--- config.mk ---
export PLATFORM = sky130hd
export DESIGN_NAME = spir_master
export DESIGN_NICKNAME = d
export VERILOG_FILES = /design/src/rtl/spir_master.sv
export SDC_FILE = /design/constraint.sdc
export NUM_CORES = 1
export LEC_CHECK = 0
export ABC_AREA = 0
export CAP_MARGIN = 20
export CORE_ASPECT_RATIO = 1.1
export CORE_MARGIN = 4
export CORE_UTILIZATION = 54
export CTS_BUF_LIST = sky130_fd_sc_hd__clkbuf_4 sky130_fd_sc_hd__clkbuf_8 sky130_fd_sc_hd__clkbuf_16
export DETAILED_ROUTE_END_ITERATION = 8
export PLACE_DENSITY = 0.79
export RECOVER_POWER = 25
export REMOVE_ABC_BUFFERS = 1
export SLEW_MARGIN = 20
export SYNTH_ARGS = -nofsm -noshare
export SYNTH_HDL_FRONTEND = slang
export SYNTH_SLANG_ARGS = --single-unit
export TNS_END_PERCENT = 1
--- constraint.sdc ---
create_clock -name clk -period 2.9 [get_ports clk]
set_input_delay 0.435 -clock clk [delete_from_list [all_inputs] [get_ports clk]]
set_output_delay 0.435 -clock clk [all_outputs]
set_load 0.1 [all_outputs]
--- src/rtl/spir_master.sv ---
// SPI master (mode 0) that frames register read/write transactions for the FPGA SPI register slave.
// Each bit is one low half-period followed by one high half-period, each CLK_DIV system clocks long.

module spir_master #(
    parameter int unsigned CLK_DIV   = 4,
    parameter int unsigned CS_SETUP  = 2,
    parameter int unsigned CS_HOLD   = 2,
    parameter int unsigned CS_GAP    = 4,
    parameter int unsigned TURN_BITS = 8
) (
    input  logic        clk,
    input  logic        reset_n,
    input  logic        req_valid,
    output logic        req_ready,
    input  logic        req_wr,
    input  logic [11:0] req_addr,
    input  logic [31:0] req_wdata,
    output logic        rsp_valid,
    output logic [31:0] rsp_rdata,
    output logic        busy,
    output logic        spi_clk,
    output logic        spi_ncs,
    output logic        spi_dout,
    input  logic        spi_din
);

    localparam logic [2:0] S_IDLE  = 3'd0;
    localparam logic [2:0] S_SETUP = 3'd1;
    localparam logic [2:0] S_HDR   = 3'd2;
    localparam logic [2:0] S_TURN  = 3'd3;
    localparam logic [2:0] S_WDATA = 3'd4;
    localparam logic [2:0] S_RDATA = 3'd5;
    localparam logic [2:0] S_HOLD  = 3'd6;
    localparam logic [2:0] S_GAP   = 3'd7;

    localparam logic [15:0] DIV_END   = 16'(CLK_DIV - 1);
    localparam logic [15:0] SETUP_END = 16'(CS_SETUP - 1);
    localparam logic [15:0] HOLD_END  = 16'(CS_HOLD - 1);
    localparam logic [15:0] GAP_END   = 16'(CS_GAP - 1);

    // Bit indices (0-based, counted at each falling edge) of the last bit of each phase.
    localparam logic [8:0] HDR_END  = 9'd15;
    localparam logic [8:0] TURN_END = 9'(15 + TURN_BITS);
    localparam logic [8:0] WR_END   = 9'd47;
    localparam logic [8:0] RD_END   = 9'(47 + TURN_BITS);

    logic [2:0]  r_state;
    logic [15:0] r_cnt;
    logic [8:0]  r_bit;
    logic        r_wr;
    logic [46:0] r_tx;
    logic [31:0] r_rx;
    logic        r_spi_clk;
    logic        r_ncs;
    logic        r_dout;
    logic        r_rsp_valid;
    logic [31:0] r_rdata;

    logic w_accept;
    logic w_half_done;
    logic w_last_bit;

    assign req_ready   = reset_n && (r_state == S_IDLE);
    assign w_accept    = req_valid && req_ready;
    assign w_half_done = (r_cnt == DIV_END);
    assign w_last_bit  = (r_bit == (r_wr ? WR_END : RD_END));

    assign busy      = (r_state != S_IDLE);
    assign rsp_valid = r_rsp_valid;
    assign rsp_rdata = r_rdata;
    assign spi_clk   = r_spi_clk;
    assign spi_ncs   = r_ncs;
    assign spi_dout  = r_dout;

    // NOTE: every register here is updated with <= so all of them see the pre-edge values.
    always_ff @(posedge clk) begin
        if (!reset_n) begin
            r_state     <= S_IDLE;
            r_cnt       <= '0;
            r_bit       <= '0;
            r_wr        <= 1'b0;
            r_tx        <= '0;
            r_rx        <= '0;
            r_spi_clk   <= 1'b0;
            r_ncs       <= 1'b1;
            r_dout      <= 1'b0;
            r_rsp_valid <= 1'b0;
            r_rdata     <= '0;
        end else begin
            r_rsp_valid <= 1'b0;
            case (r_state)
                S_IDLE: begin
                    if (w_accept) begin
                        r_state <= S_SETUP;
                        r_cnt   <= '0;
                        r_bit   <= '0;
                        r_wr    <= req_wr;
                        // Header MSB goes straight to spi_dout; the rest queues behind it.
                        r_tx    <= {3'b000, req_addr, (req_wr ? req_wdata : 32'h0)};
                        r_ncs   <= 1'b0;
                        r_dout  <= req_wr;
                    end
                end
                S_SETUP: begin
                    if (r_cnt == SETUP_END) begin
                        r_state <= S_HDR;
                        r_cnt   <= '0;
                    end else begin
                        r_cnt <= r_cnt + 16'd1;
                    end
                end
                S_HDR, S_TURN, S_WDATA, S_RDATA: begin
                    if (!w_half_done) begin
                        r_cnt <= r_cnt + 16'd1;
                    end else if (!r_spi_clk) begin
                        r_cnt     <= '0;
                        r_spi_clk <= 1'b1;
                        if (r_state == S_RDATA) begin
                            r_rx <= {r_rx[30:0], spi_din};
                        end
                    end else begin
                        r_cnt     <= '0;
                        r_spi_clk <= 1'b0;
                        r_bit     <= r_bit + 9'd1;
                        r_tx      <= {r_tx[45:0], 1'b0};
                        r_dout    <= r_tx[46];
                        if (w_last_bit) begin
                            r_state <= S_HOLD;
                            r_dout  <= 1'b0;
                        end else if (r_state == S_HDR && r_bit == HDR_END) begin
                            r_state <= r_wr ? S_WDATA : ((TURN_BITS == 0) ? S_RDATA : S_TURN);
                        end else if (r_state == S_TURN && r_bit == TURN_END) begin
                            r_state <= S_RDATA;
                        end
                    end
                end
                S_HOLD: begin
                    if (r_cnt == HOLD_END) begin
                        r_state     <= S_GAP;
                        r_cnt       <= '0;
                        r_ncs       <= 1'b1;
                        r_rsp_valid <= 1'b1;
                        if (!r_wr) begin
                            r_rdata <= r_rx;
                        end
                    end else begin
                        r_cnt <= r_cnt + 16'd1;
                    end
                end
                S_GAP: begin
                    if (r_cnt == GAP_END) begin
                        r_state <= S_IDLE;
                        r_cnt   <= '0;
                    end else begin
                        r_cnt <= r_cnt + 16'd1;
                    end
                end
                default: r_state <= S_IDLE;
            endcase
        end
    end

endmodule

==> flow_summary.toml <==
[run_status]
status = "completed"

[critical_path]
critical_path.n_buffers_inverters = 0
regToRegSetupSlack_ps = 160
rr_startpoint = "r_cnt[0]$_SDFFE_PN0N_"
reg2reg_to = "r_state[0]$_SDFFE_PN0P_"
cp-start-kind = "flip-flop"
crit_path_end_kind = "flip-flop"
cp.required_ps = 3170
crit_arrival_ps = 3010
path_cells = "ha_1, or3b_2, or4_1, o2bb2ai_2, a211o_4, a221oi_1, a211oi_1"
path_max_fanout = 8
slowest_stage = "or4_1"
path_class = "flip-flop to flip-flop"
path_delay_family = "compound AO/OA/AOI/OAI gates"
r2r_cells = 7
slowest_delay_ps = 490

[global_routing]
grt_pass1_wl_microns = 23600
grt_pass1_vias = 5274
grt_max_degree = 131
grt_use_total = 0.224
grt_overflow_total = 0
antenna_found_initial = 0

[cells_and_area]
fin_nets = 879
diodes = 0
layout_common_cells = "nand2_1, dfxtp_1, a21oi_1"
fin_util = 0.679
n_fill_cell = 959
syn2layout_area_growth_pct = 22.9
drive_gt1_frac = 0.0751
final_common_cell = "nand2_1"

[clock_tree]
clockBufferDepth = 2
postCtsSetupBuffers = 0
cts.clk_slew.worst_paths_ps = 60
clockRootBuffer = "clkbuf_16"
cts-resized-gates = 0
clkSinkCount = 144
cts_tree = "done"
hold_buffers = 0
clkLatencyLatePin_ps = 420
cts_buffers = 17
htreeDepth = 4

[logic_synthesis]
post_synth.cell_area_avg_sq_um = 7.90
synth_edf_count = 0
ys_async_sr_fraction = 0
synth_area_sq_um = 6030
synth_flop_cell = "dfxtp_1"
ys_seq_elements = 144
synth_cell_types = 50
ys_warn_count = 0
synthCells = 763
synth-seq-area-share = 0.478

[die]
initial_core_util = 0.552
die_h_microns = 119
rows = 40
dieWidth_microns = 109
die_area_sq_um = 12900
core_sq_um = 10900
ios = 87

[power]
power_mw = 6.76
switchingPower_mw = 2.24
p_sw_frac = 0.332
seqPwrFrac = 0.377
comb_power_share = 0.283
clkPwrFrac = 0.339
powerDensity_nw_per_um2 = 912
intPower_mw = 4.51
vdd_drop_max_mv = 0.588
power.leakage_nw = 2.49

[routing]
drc = 0
drtIter0Drc = 359
vias_per_cell = 5.65
ant_nets = 0
wl_per_cell_microns = 14.1
drt-total-wl_microns = 13900
drtPass1Iterations = 5
vias = 5571

[hold_path]
hold_class = "flip-flop to flip-flop"
whs_path_depth = 2
worstHoldStart = "rsp_rdata[19]$_SDFFE_PN0P_"
min_to = "rsp_rdata[19]$_SDFFE_PN0P_"

[flow_run]
drv_cap = 0

[sta]
setup_viol = 0
rsz0062_at_grt = "false"
fin_crit_ps = 2740
max_freq_mhz = 365
skew_ps = 9.97
min_period_over_period = 0.944
report.final.slew_viol_count = 0
whs_ps = 446
slew_headroom = 0.208
worstMarginPinSlew_ps = 1190
hold_violations = 0

[placement]
dp_hpwl_microns = 8530
port_buffers = 86
gp_congestion = 0.804
==> registers in the layout, indices dropped and copies added, names as in the netlist, 3 cells and up <==
| register | cells |
|---|---|
| r_state | 3 |
| r_rx | 32 |
| rsp_rdata | 32 |
| r_tx | 47 |
| r_cnt | 16 |
| r_bit | 9 |
==> logic make-up (layout without fill, tap and decap cells) <==
kind of cell / count (synthesis) / count (layout) / share of synthesized area
multiplexers: 5 / 5 / 0.00914
AND/OR/NAND/NOR: 374 / 374 / 0.276
XOR/XNOR: 8 / 8 / 0.0116
flip-flops: 144 / 144 / 0.478
buffers and inverters: 62 / 138 / 0.0413
adder cells (fa/ha/maj): 3 / 3 / 0.00623
AO/OA/AOI/OAI: 167 / 167 / 0.177
==> tightest hold or removal path: stages, from the launching register on <==
cell and delay (ps):
dfxtp_1 300, nand2_1 50, a21oi_1 50
==> power by group through the flow <==
stage          logic, mW  clock network [mW]  registers (mW)
3_5_place_dp        1.90                   0            2.58
2_1_floorplan       1.26                   0            2.54
4_1_cts             1.94                2.33            2.55
6_report            1.91                2.29            2.55
3_3_place_gp        1.83                   0            2.56
5_1_grt             2.13                2.42            2.59
==> worst max-delay path by stage <==
stage                                  from                      end  slack [ps]  cells after the start
floorplan           r_state[2]$_SDFFE_PN0P_     r_tx[0]$_SDFFE_PN0P_       -3350                      6
global placement      r_cnt[0]$_SDFFE_PN0N_  r_state[1]$_SDFFE_PN0P_         370                      7
detailed placement    r_cnt[0]$_SDFFE_PN0N_    r_tx[36]$_SDFFE_PN0P_         290                      8
CTS                   r_cnt[0]$_SDFFE_PN0N_    r_tx[41]$_SDFFE_PN0P_         230                      8
global route          r_cnt[0]$_SDFFE_PN0N_    r_tx[38]$_SDFFE_PN0P_          20                      8
finish                r_cnt[0]$_SDFFE_PN0N_  r_state[0]$_SDFFE_PN0P_         160                      7
==> through the flow <==
step	TNS, ps	worst slack (ps)	instance area (sq um)	std cells
finish	0	162	7410	986
global route	0	24.2	7410	986
CTS	0	227	7550	986
detailed placement	0	290	6930	955
global placement	0	368	6930	955
floorplan	-171790	-3350	5800	707
==> layer usage <==
metal	vias to the layer above	routed length, microns	GRT usage
met4	0	340	0.0955
met2	159	7030	0.374
met5	-	0	0
met3	38	761	0.0612
li1	2787	-	-
met1	2587	5800	0.267
==> synthesized netlist by cell type, types with 3 or more instances <==
library cell,count,area share
and3_1,5,0.0052
buf_2,7,0.0058
a31oi_1,4,0.0042
a21oi_1,90,0.075
nor2_1,75,0.047
ha_1,3,0.0062
nor4_1,7,0.0073
dfxtp_1,144,0.48
nand4b_1,3,0.0044
nor3b_1,5,0.0062
or4_4,3,0.0056
mux2i_1,4,0.0066
a311oi_1,46,0.067
nand2b_1,4,0.0042
nand4_1,5,0.0052
clkbuf_1,47,0.029
inv_1,5,0.0031
nand2_1,201,0.13
nor3_1,3,0.0025
nand3_1,40,0.033
o21ai_0,13,0.011
xnor2_1,8,0.012
or3_1,5,0.0052
==> cell type report <==
type	instances	area (sq um)	share of cell area
Inverter	6	25.0	0.00338
Sequential cell	144	2880	0.389
Timing Repair Buffer	101	787	0.106
Clock inverter	11	161	0.0218
Clock buffer	20	460	0.0622
Tap cell	147	184	0.0248
Multi-Input combinational cell	557	2910	0.393
(Power assumes the default switching activity.)
==> variant, RTL diff (same flow settings) <==
Reset style: asynchronous (`reset_n`), changed in one clocked block.
--- a/src/rtl/spir_master.sv
+++ b/src/rtl/spir_master.sv
@@ -74,5 +74,5 @@
 
     // NOTE: every register here is updated with <= so all of them see the pre-edge values.
-    always_ff @(posedge clk) begin
+    always_ff @(posedge clk or negedge reset_n) begin
         if (!reset_n) begin
             r_state     <= S_IDLE;
Check against the original RTL: differs if reset_n is asserted again (counterexample within 4 cycles, from zero or initial values and one cycle with reset_n low); with reset_n held inactive, the same outputs for 10 cycles.
==> variant against the original RTL <==
Worst setup slack improved by 0.14 ns; sequential cell count did not move; sequential share of layout area rose by 5.9 points; via count fell by 11%; core utilization fell by 1.4 points; routed wire length rose by 6.5%; synthesized area rose by 11%; final area rose by 8.5%; critical endpoint is now r_rx[18].
Power is not compared: it rests on default switching activity, and its combinational part moved more than twofold at a synthesized area within 25%.
==> variant: results (changes against the original RTL) <==
metric,value,unit,change
Critical Path AT,2.89,ns,-0.12 ns
Nets,700,,-20%
Largest Register,r_tx,,
Placed Cells,781,,-18%
Post-synth top cells,"dfrtp_1 (143), o21ai_0 (98), mux2_2 (39)",,
worst hold slack,0.467,ns,+0.0209 ns
vias in the first global route,4979,,-5.6%
Syn. warnings,0,,unchanged
vias per inst,6.13,,+8.5%
initial antenna violation count,0,,unchanged
first-pass GRT wire length,24.8,mm,+5.1%
Total Routed Length,14.8,mm,+6.5%
worst min-delay path class,primary input to async pin,,
port bufs,86,,unchanged
CTS resizes,0,,unchanged
Post-DP HPWL,9.94,mm,+17%
Leakage,3.71,nW,
Layout Skew,0.00881,ns,-0.00116 ns
Mapped Cells,568,,-26%
CP max FO,32,,+24
Placer Congestion,0.919,,+14%
Critical R2R Launch,r_cnt[7],,
R2R cell count,5,,-2
Post-Place Cell Area,7570,um^2,+9.2%
worst vdd ir,0.329,mV,
wire per inst,18.2,um,+29%
TritonCTS buffer count,17,,unchanged
Largest register FFs,47,,unchanged
Synth area leaders,"dfrtp_1 (54%), o21ai_0 (7.3%), mux2_4 (6.7%)",,
max incr delay on CP,0.72,ns,+0.23 ns
antenna cells,0,,unchanged
Critical-path top delay cell,or4_4,,
final hold viol count,0,,unchanged
R2R Setup Slk,0.30,ns,+0.14 ns
status,"finished, final reports clean",,
All-Layer GR Usage,21.3,%,-1.1 points
Clock transition at path regs,0.06,ns,about the same
drt pass-1 iters,5,,unchanged
worst-margin pin slew,1.20,ns,+0.00762 ns
crit-path leading delay family,simple AND/OR/NAND/NOR gates,,
clk root buf,clkbuf_16,,
starting DRC count in detailed routing,370,,+3.1%
pin count of the biggest net entering global routing,66,,-50%
CP Class,flop to flop,,
worst setup path endpoint,r_rx[18],,
Post-synth ARST share,100,%,+100 points
share of post-route cells with drive strength above 1,20.5,%,+13 points
RR Endpoint,r_rx[18],,
clk_lat worst skew,0.42,ns,about the same
register area share after synthesis,54.0,%,+6.1 points
htree depth,4,,unchanged
Yosys cell types,52,,+4.0%
Max Root-Sink Buffers,2,,unchanged
## variant: layout make-up
| type | count | area, um^2 |
|---|---|---|
| sequential | 144 | 3600 |
| inverter | 9 | 33.8 |
| timing repair buffer | 103 | 782 |
| clock inverter | 13 | 151 |
| fill | 943 | 4050 |
| tap | 154 | 193 |
| clock buffer | 18 | 433 |
| multi-input combinational | 372 | 2840 |
## variant: layer usage
layer | global-route usage (%) | vias up | part of all wire [%] | wire length, um
li1 | - | 2256 | - | -
met1 | 28.8 | 2525 | 43 | 6450
met2 | 34.9 | 186 | 50 | 7430
met3 | 5.00 | 18 | 5.4 | 798
met4 | 4.68 | 0 | 1.1 | 160
met5 | 0 | - | 0 | 0
## variant: kinds of logic after synthesis
group | after synthesis | share of synthesized area (%)
compound gates | 182 | 16.9
simple gates | 100 | 8.71
buf+inv | 52 | 3.90
mux | 83 | 15.4
flops | 144 | 54.0
xor+xnor | 3 | 0.393
fa+ha+maj | 4 | 0.749
## variant: timing repair
action,CTS,global route
hold buffers,1,0
endpoints found under the setup margin,0,0
endpoints found under the hold margin,25,0
setup buffers,0,0
## variant: worst register-to-register path: cells and delay by family (launching register included)
family | cells | cell delay (ns)
mux | 1 | 0.42
flops | 1 | 0.44
simple gates | 4 | 1.62
## variant: per-stage QoR
stage                     TNS (ns)  worst slack, ns
after floorplan            -112.53            -2.23
after global placement           0            0.459
after global routing             0            0.206
after detailed placement         0            0.400
final                            0            0.302
after CTS                        0            0.356
## variant: where the power goes
group,switching [W],internal (W),leakage [nW]
Combinational,0.0000540,0.0000623,1.47
Sequential,0.00000154,0.00201,1.97
Clock,0.000872,0.00129,0.275
